==> config.mk <==
export PLATFORM = sky130hd
export DESIGN_NAME = conv_encoder_213
export DESIGN_NICKNAME = d
export VERILOG_FILES = /design/src/rtl/conv213_pkg.sv /design/src/rtl/conv213_branch.sv /design/src/rtl/conv_encoder_213.sv
export SDC_FILE = /design/constraint.sdc
export NUM_CORES = 1
export LEC_CHECK = 0
export BUFFER_PORTS_ARGS = -buffer_cell sky130_fd_sc_hd__clkbuf_2
export CAP_MARGIN = 40
export CORE_MARGIN = 5
export CORE_UTILIZATION = 45
export CTS_CLUSTER_DIAMETER = 150
export DETAILED_ROUTE_END_ITERATION = 7
export HOLD_SLACK_MARGIN = 0.12
export PLACE_DENSITY = 0.71
export SYNTH_ARGS = -nofsm -noshare
export SYNTH_HDL_FRONTEND = slang
export SYNTH_SLANG_ARGS = --single-unit
export TNS_END_PERCENT = 30
==> constraint.sdc <==
create_clock -name clk -period 1.4 [get_ports clk]
set_input_delay 0.14 -clock clk [delete_from_list [all_inputs] [get_ports clk]]
set_output_delay 0.14 -clock clk [all_outputs]
set_load 0.02 [all_outputs]
==> src/rtl/conv213_pkg.sv <==
// Shared definitions for the rate-1/2, K=3 convolutional encoder (and its decoder).
// Contents: generator polynomials G0/G1 (applied to {b, s[1], s[0]}), symbol width,
// and the encoder FSM state type.
package conv213_pkg;

  localparam logic [2:0]  G0    = 3'b111;  // octal 7
  localparam logic [2:0]  G1    = 3'b101;  // octal 5
  localparam int unsigned SYM_W = 2;

  typedef enum logic [1:0] {
    StIdle,
    StData,
    StTail
  } fsm_e;

endpackage

==> src/rtl/conv213_branch.sv <==
// Combinational trellis branch of the K=3 code.
// Ports:
//   s_i      current 2-bit state; [1] newest bit, [0] the one before it
//   b_i      input bit
//   sym_o    encoded symbol: [1] = g0 output, [0] = g1 output
//   s_next_o next state {b, s[1]}
module conv213_branch
  import conv213_pkg::*;
(
  input  logic [1:0]       s_i,
  input  logic             b_i,
  output logic [SYM_W-1:0] sym_o,
  output logic [1:0]       s_next_o
);

  logic [2:0] taps;

  always_comb begin
    taps     = {b_i, s_i};
    sym_o[1] = ^(taps & G0);
    sym_o[0] = ^(taps & G1);
    s_next_o = {b_i, s_i[1]};
  end

endmodule

==> src/rtl/conv_encoder_213.sv <==
// Framed rate-1/2, K=3 convolutional encoder (g0 = 7, g1 = 5 octal) with valid/ready
// handshakes on both sides and a registered output stage (1-cycle latency).
// Build option: define CONV_ENC_TAIL_EN to append two zero tail bits per frame
// (FRAME_LEN + 2 symbols); otherwise the state is cleared after the last data bit and
// a frame is FRAME_LEN symbols.
// Ports:
//   clk, rst              clock, asynchronous active-high reset
//   in_valid/in_bit       input bit stream; in_ready accepts
//   out_valid/out_sym     encoded symbol; out_ready accepts
//   out_first/out_last    frame markers qualifying out_sym
module conv_encoder_213
  import conv213_pkg::*;
#(
  parameter int unsigned FRAME_LEN = 11
) (
  input  logic             clk,
  input  logic             rst,
  input  logic             in_valid,
  input  logic             in_bit,
  output logic             in_ready,
  output logic             out_valid,
  output logic [SYM_W-1:0] out_sym,
  output logic             out_first,
  output logic             out_last,
  input  logic             out_ready
);

  localparam logic [7:0] LastCnt = 8'(FRAME_LEN - 1);

  fsm_e             fsm_q, fsm_d;
  logic [1:0]       s_q, s_d;
  logic [7:0]       count_q, count_d;
  logic             out_valid_q, out_valid_d;
  logic [SYM_W-1:0] out_sym_q, out_sym_d;
  logic             out_first_q, out_first_d;
  logic             out_last_q, out_last_d;

  logic             load_ok, accept, last_bit, enc_b;
  logic [SYM_W-1:0] br_sym;
  logic [1:0]       br_s_next;

  // A new symbol may be loaded when the output register is empty or being drained now.
  assign load_ok  = !out_valid_q || out_ready;
  assign in_ready = (fsm_q == StData) && load_ok;
  assign accept   = in_valid && in_ready;
  assign last_bit = (count_q == LastCnt);

`ifdef CONV_ENC_TAIL_EN
  logic tail_idx_q, tail_idx_d;
  logic tail_load;
  assign tail_load = (fsm_q == StTail) && load_ok;
  assign enc_b     = (fsm_q == StTail) ? 1'b0 : in_bit;
`else
  assign enc_b     = in_bit;
`endif

  conv213_branch u_branch (
    .s_i      (s_q),
    .b_i      (enc_b),
    .sym_o    (br_sym),
    .s_next_o (br_s_next)
  );

  always_comb begin
    fsm_d       = fsm_q;
    s_d         = s_q;
    count_d     = count_q;
    out_valid_d = out_valid_q && !out_ready;
    out_sym_d   = out_sym_q;
    out_first_d = out_first_q;
    out_last_d  = out_last_q;
`ifdef CONV_ENC_TAIL_EN
    tail_idx_d  = tail_idx_q;
`endif
    unique case (fsm_q)
      StIdle: fsm_d = StData;
      StData: begin
        if (accept) begin
          s_d         = br_s_next;
          count_d     = last_bit ? 8'd0 : 8'(count_q + 8'd1);
          out_valid_d = 1'b1;
          out_sym_d   = br_sym;
          out_first_d = (count_q == 8'd0);
          out_last_d  = 1'b0;
          if (last_bit) begin
`ifdef CONV_ENC_TAIL_EN
            fsm_d      = StTail;
            tail_idx_d = 1'b0;
`else
            // No tail: force the trellis back to state 0 for the next frame.
            s_d        = 2'b00;
            out_last_d = 1'b1;
`endif
          end
        end
      end
`ifdef CONV_ENC_TAIL_EN
      StTail: begin
        if (tail_load) begin
          s_d         = br_s_next;
          out_valid_d = 1'b1;
          out_sym_d   = br_sym;
          out_first_d = 1'b0;
          out_last_d  = tail_idx_q;
          tail_idx_d  = 1'b1;
          if (tail_idx_q) fsm_d = StData;
        end
      end
`endif
      default: fsm_d = StIdle;
    endcase
  end

  always_ff @(posedge clk or posedge rst) begin
    if (rst) begin
      fsm_q       <= StIdle;
      s_q         <= 2'b00;
      count_q     <= 8'd0;
      out_valid_q <= 1'b0;
      out_sym_q   <= '0;
      out_first_q <= 1'b0;
      out_last_q  <= 1'b0;
    end else begin
      fsm_q       <= fsm_d;
      s_q         <= s_d;
      count_q     <= count_d;
      out_valid_q <= out_valid_d;
      out_sym_q   <= out_sym_d;
      out_first_q <= out_first_d;
      out_last_q  <= out_last_d;
    end
  end

`ifdef CONV_ENC_TAIL_EN
  always_ff @(posedge clk or posedge rst) begin
    if (rst) tail_idx_q <= 1'b0;
    else     tail_idx_q <= tail_idx_d;
  end
`endif

  assign out_valid = out_valid_q;
  assign out_sym   = out_sym_q;
  assign out_first = out_first_q;
  assign out_last  = out_last_q;

endmodule

==> results of run 1 <==
[power groups by stage]
| stage | logic [mW] | clock network, mW | registers (mW) |
|---|---|---|---|
| 2_1_floorplan | 0.315 | 0 | 0.770 |
| 3_3_place_gp | 0.533 | 0 | 0.718 |
| 3_5_place_dp | 0.548 | 0 | 0.728 |
| 4_1_cts | 0.596 | 0.262 | 0.718 |
| 5_1_grt | 0.666 | 0.293 | 0.749 |
| 6_report | 0.608 | 0.260 | 0.727 |
[how the worst max path moves through the flow]
stage,end,cells after the start
final,out_last,4
after global routing,out_last,4
after global placement,count_q[2],3
after floorplan,count_q[0],3
after detailed placement,count_q[2],3
after CTS,out_first,3
[cell type report]
| cell class | count | area [sq um] |
|---|---|---|
| fill | 150 | 673.1 |
| inverter | 6 | 22.52 |
| timing repair buffer | 20 | 137.6 |
| multi-input combinational | 50 | 414.1 |
| clock buffer | 4 | 26.28 |
| sequential | 16 | 402.9 |
| tap | 25 | 31.28 |
[cells by family (layout without fill, tap and decap cells)]
| group | count (synthesis) | in the layout | share of synthesized area [%] |
|---|---|---|---|
| AOI/OAI and AO/OA | 12 | 12 | 9.844 |
| xor gates and xnor gates | 6 | 6 | 6.562 |
| adders and majority gates | 3 | 3 | 4.688 |
| buffers and inverters | 8 | 30 | 3.750 |
| DFF | 16 | 16 | 50.00 |
| muxes | 3 | 3 | 4.218 |
| other | 1 | 1 | 0.4683 |
| and+or+nand+nor | 25 | 25 | 20.47 |
[stage by stage]
step,power [mW],area (sq um)
final,1.596,1035
after global routing,1.707,1035
after CTS,1.576,999.7
after detailed placement,1.276,930.9
after global placement,1.251,930.9
after floorplan,1.086,804.5
[state kept, by name, summed over array words and instances (netlist names)]
signal,flops
out_sym,2
out_valid,1
count_q,8
fsm_q,1
s_q,2
out_last,1
out_first,1
[synth_stat cells (all sizes together)]
library cell	n	area (sq um)
ha	3	37.54
a31oi	1	6.260
or4	2	18.77
nand4	1	6.260
o31a	1	8.760
mux2	3	33.78
nand2b	1	6.260
and2	2	12.51
nor2b	1	6.260
nand2	5	18.77
dfrtp	16	400.4
o31ai	2	15.01
o21ai	5	25.02
xnor2	1	8.760
xor2	5	43.79
nand3	6	30.03
nor2	1	3.750
o2bb2ai	2	17.52
nor4b	1	15.01
clkbuf	2	7.510
nor4	5	46.29
conb	1	3.750
o22ai	1	6.260
inv	6	22.52
[layer usage]
layer  up-vias  track usage [%]  wire, microns
met5         -                0              0
met1       320            17.03            709
met3         7            2.564             63
li1        306                -              -
met2        18            24.90            907
met4         0            5.106             28
[worst register-to-register path: stages (launching register included)]
cell and delay, ns:
dfrtp_1 0.39, or4_4 0.57, nor4_4 0.18, buf_4 0.19, mux2_1 0.12
[repair_timing]
item,CTS,global route
resized for setup,7,9
pin swaps,2,1
endpoints found under the hold margin,16,0
buffers inserted,2,0
setup endpoints to repair,10,12
hold buffers,1,0
==> results.tsv, run 1 <==
metric	value	unit
status	finished, violations left	
violations	setup timing	
grt_max_degree	17	
drive_gt1_share	39.58	%
wl	1709	microns
die_y	52.19	microns
critPathKind	flip-flop to flip-flop	
setup_viol	8	
reg2reg_depth	4	
final_cell_mix	dfrtp_1, clkbuf_2, buf_4, inv_1, nand3_1	
synthCells	74	
hold_viol	0	
grt_pass1_wl	2849	microns
grt_overflow_total	0	
holdWs	0.1257	ns
crit_path_top_delay_cell	or4_4	
track_usage	14.11	%
relSlewSlack	58.67	%
dpl.cell_count	114	
reg2reg_setup_slack	-0.11	ns
end_kind	flip-flop	
cts_sinks	16	
yosysSeqAreaShare	50.00	%
timing.fmax	664.1	MHz
clk_pin_slew	0.09	ns
synth-seq-cells	16	
skew	0.004175	ns
hold_end	s_q[1]	
crit_path_start	count_q[7]	
root_buffer	clkbuf_4	
fin_crit_sh	107.6	%
antennaDiodeCount	0	
p_leak	0.4896	nW
drcViolationCount	0	
port_buffers	10	
cts_tree	yes	
p_sw	0.6109	mW
clock_power_share	16.3	%
ys_types	27	
nets	105	
h-tree-depth	1	
tns	-0.6382	ns
layout_setup_ws	-0.1059	ns
post_drt_wl_per_cell	14.12	microns
yosysWarnings	0	
required	1.64	ns
drtAntennaViolNets	0	
maxCapViolCount	0	
gp_congestion	0.8155	
vias	651	
boundaryPins	11	
min_path_cells	3	
coreArea	0.001708	sq mm
crit_fanout	5	
power_frac_comb	38.1	%
post-route-min-period	1.506	ns
layout_commonest_cell	dfrtp_1	
dp_hpwl	1215	microns
cp_slowest_stage_delay	0.57	ns
pwr-share-seq	45.6	%
final_cell_count_no_fill	121	
syn_nets	82	
antenna_found_initial	0	
swShare	38.29	%
area_growth	29.22	%
start_kind	flip-flop	
rsz0062_at_grt	true	
start_util	46.89	%
worst_pin_slew	0.6193	ns
hold_start	in_bit	
clockBufferDepth	2	
crit_path_cell_trace	or4_4 > nor4_4 > buf_4 > mux2_1	
drv_slew	0	
syn-cell-area	800.8	sq um
insertion_delay	0.29	ns
drt_first_pass_iters	7	
path_buf_inv	1	
peakVddDrop	0.8878	mV
dieArea	0.002723	sq mm
r2r-end	out_last	
power_density	1542	mW/mm^2
grt_pass1_vias	655	
critPathTopFamily	simple AND/OR/NAND/NOR gates	
internal_power	0.9846	mW
hold_class	input port to flip-flop	
pre_cts_slack	-0.1490	ns
drt_iter0_drc	10	
worst_r2r_startpoint	count_q[7]	
postSynthAreaPerCell	10.82	sq um
die_width	52.19	microns
fin_util	60.59	%
rows	15	
via_per_inst	5.380	
numCtsBuffers	3	
cp.arrival	1.74	ns
(Power assumes the default switching activity.)
==> inputs of run 2 (changes only) <==
CAP_MARGIN = 20   (was 40)
CORE_UTILIZATION = 48   (was 45)
PLACE_DENSITY = 0.75   (was 0.71)
clock period = 1.35 ns   (was 1.4 ns; I/O delays follow)
==> run 2 against run 1 <==
Net effect: the flow still finishes with violations (setup timing); via count grew 4.8%; largest cell class is now sequential cells; hold slack gained 0.060 ns; final cell count shrank 0.83%.
==> results.tsv, run 2 (same netlist as run 1, synthesis figures left out) <==
metric	value	unit	change
status	finished, violations left		
violations	setup timing		
reg2reg_depth	4		unchanged
fin_util	70.29	%	+9.7 points
clk_pin_slew	0.09	ns	about the same
r2r-end	count_q[2]		
post-route-min-period	1.508	ns	+0.001905 ns
p_leak	0.5384	nW	+10%
area_growth	35.31	%	
dp_hpwl	1245	microns	+2.4%
start_util	51.95	%	+5.1 points
insertion_delay	0.29	ns	about the same
clock_power_share	18.6	%	+2.3 points
die_y	50.85	microns	-2.6%
antennaDiodeCount	0		unchanged
drcViolationCount	0		unchanged
track_usage	16.43	%	+2.3 points
end_kind	flip-flop		
grt_overflow_total	0		unchanged
cts_sinks	16		unchanged
h-tree-depth	1		unchanged
timing.fmax	663.2	MHz	-0.13%
crit_fanout	4		-1
critPathKind	flip-flop to flip-flop		
drt_first_pass_iters	4		-3
crit_path_start	count_q[7]		
place_area	947.2	sq um	+1.7%
holdWs	0.1861	ns	+0.06039 ns
power_density	1608	mW/mm^2	+4.3%
worst_r2r_startpoint	count_q[7]		
cts_tree	yes		
drive_gt1_share	40.38	%	+0.80 points
largest_register	count_q		
clockBufferDepth	2		unchanged
swShare	37.49	%	-0.80 points
numCtsBuffers	3		unchanged
drtAntennaViolNets	0		unchanged
wl	1879	microns	+9.9%
hold_viol	0		unchanged
dieArea	0.002585	sq mm	-5.1%
final_area	0.001084	sq mm	+4.7%
port_buffers	10		unchanged
grt_pass1_vias	715		+9.2%
required	1.53	ns	-0.11 ns
hold_class	input port to flip-flop		
post_drt_wl_per_cell	15.66	microns	+11%
final_cell_mix	dfrtp_1, buf_4, clkbuf_2, inv_1, nand3_1		
start_kind	flip-flop		
maxCapViolCount	0		unchanged
antenna_found_initial	0		unchanged
via_per_inst	5.683		+5.6%
internal_power	1.089	mW	+11%
root_buffer	clkbuf_4		
cp.arrival	1.69	ns	-0.05 ns
tns	-1.002	ns	-0.3635 ns
largest_reg_flops	8		unchanged
crit_end	count_q[2]		
die_width	50.85	microns	-2.6%
power_frac_comb	37.8	%	-0.3 points
p_sw	0.6533	mW	+6.9%
reg2reg_setup_slack	-0.16	ns	-0.05 ns
fin_crit_sh	111.7	%	+4.1 points
drv_slew	0		unchanged
rows	14		-1
grt_max_degree	11		-6
peakVddDrop	1.256	mV	+41%
pwr-share-seq	43.6	%	-2.0 points
boundaryPins	11		unchanged
drt_iter0_drc	8		-2
nets	113		+7.6%
gp_congestion	0.7437		-8.8%
vias	682		+4.8%
coreArea	0.001541	sq mm	-9.7%
rsz0062_at_grt	true		
min_path_cells	3		unchanged
skew	0.001903	ns	-0.002272 ns
setup_viol	8		unchanged
layout_setup_ws	-0.1578	ns	-0.05191 ns
grt_pass1_wl	3194	microns	+12%
run 2: worst max-delay path: stages (launching register included):
cell and delay, ns:
dfrtp_1 0.39, or4_4 0.57, nor4_4 0.18, buf_4 0.18, o21ai_1 0.07
run 2: metrics by stage:
stage	power (mW)	cells	setup WS, ns
after floorplan	1.128	74	-0.07329
after global placement	1.315	108	-0.1554
after detailed placement	1.340	108	-0.2076
after CTS	1.719	118	-0.1939
after global routing	1.869	120	-0.2249
final	1.743	120	-0.1578
run 2: metal layers:
metal,vias to the layer above,global-route usage [%],part of all wire [%]
met3,7,3.198,3.9
li1,325,-,-
met4,0,8.936,3.2
met5,-,0,0
met2,23,27.27,52
met1,327,19.89,41
run 2: final cells by class:
type | count | area, sq um
multi-input cells | 50 | 399.1
inverters | 6 | 22.52
well taps | 16 | 20.02
fillers | 113 | 457.9
flip-flops and latches | 16 | 401.6
repair buffers | 28 | 203.9
clock buffers | 4 | 36.28
run 2: how the worst min path moves through the flow:
stage,endpoint,startpoint,slack (ns)
floorplan,count_q[0],rst,0.05
global placement,count_q[3],rst,0.11
detailed placement,count_q[3],rst,0.11
CTS,out_valid,out_ready,0.18
global route,out_valid,out_ready,0.20
finish,out_valid,out_ready,0.19
run 2: power by group through the flow:
stage / clock, mW / combinational (mW) / sequential, mW
CTS: 0.324 / 0.642 / 0.753
floorplan: 0 / 0.329 / 0.799
global placement: 0 / 0.564 / 0.751
finish: 0.324 / 0.659 / 0.760
global route: 0.357 / 0.728 / 0.784
detailed placement: 0 / 0.570 / 0.770
run 2: repair_timing:
action	CTS	global route
pin swaps	3	1
buffers inserted	4	2
setup endpoints to repair	15	13
gates resized for setup	9	3
hold buffers	2	0
endpoints found under the hold margin	10	0
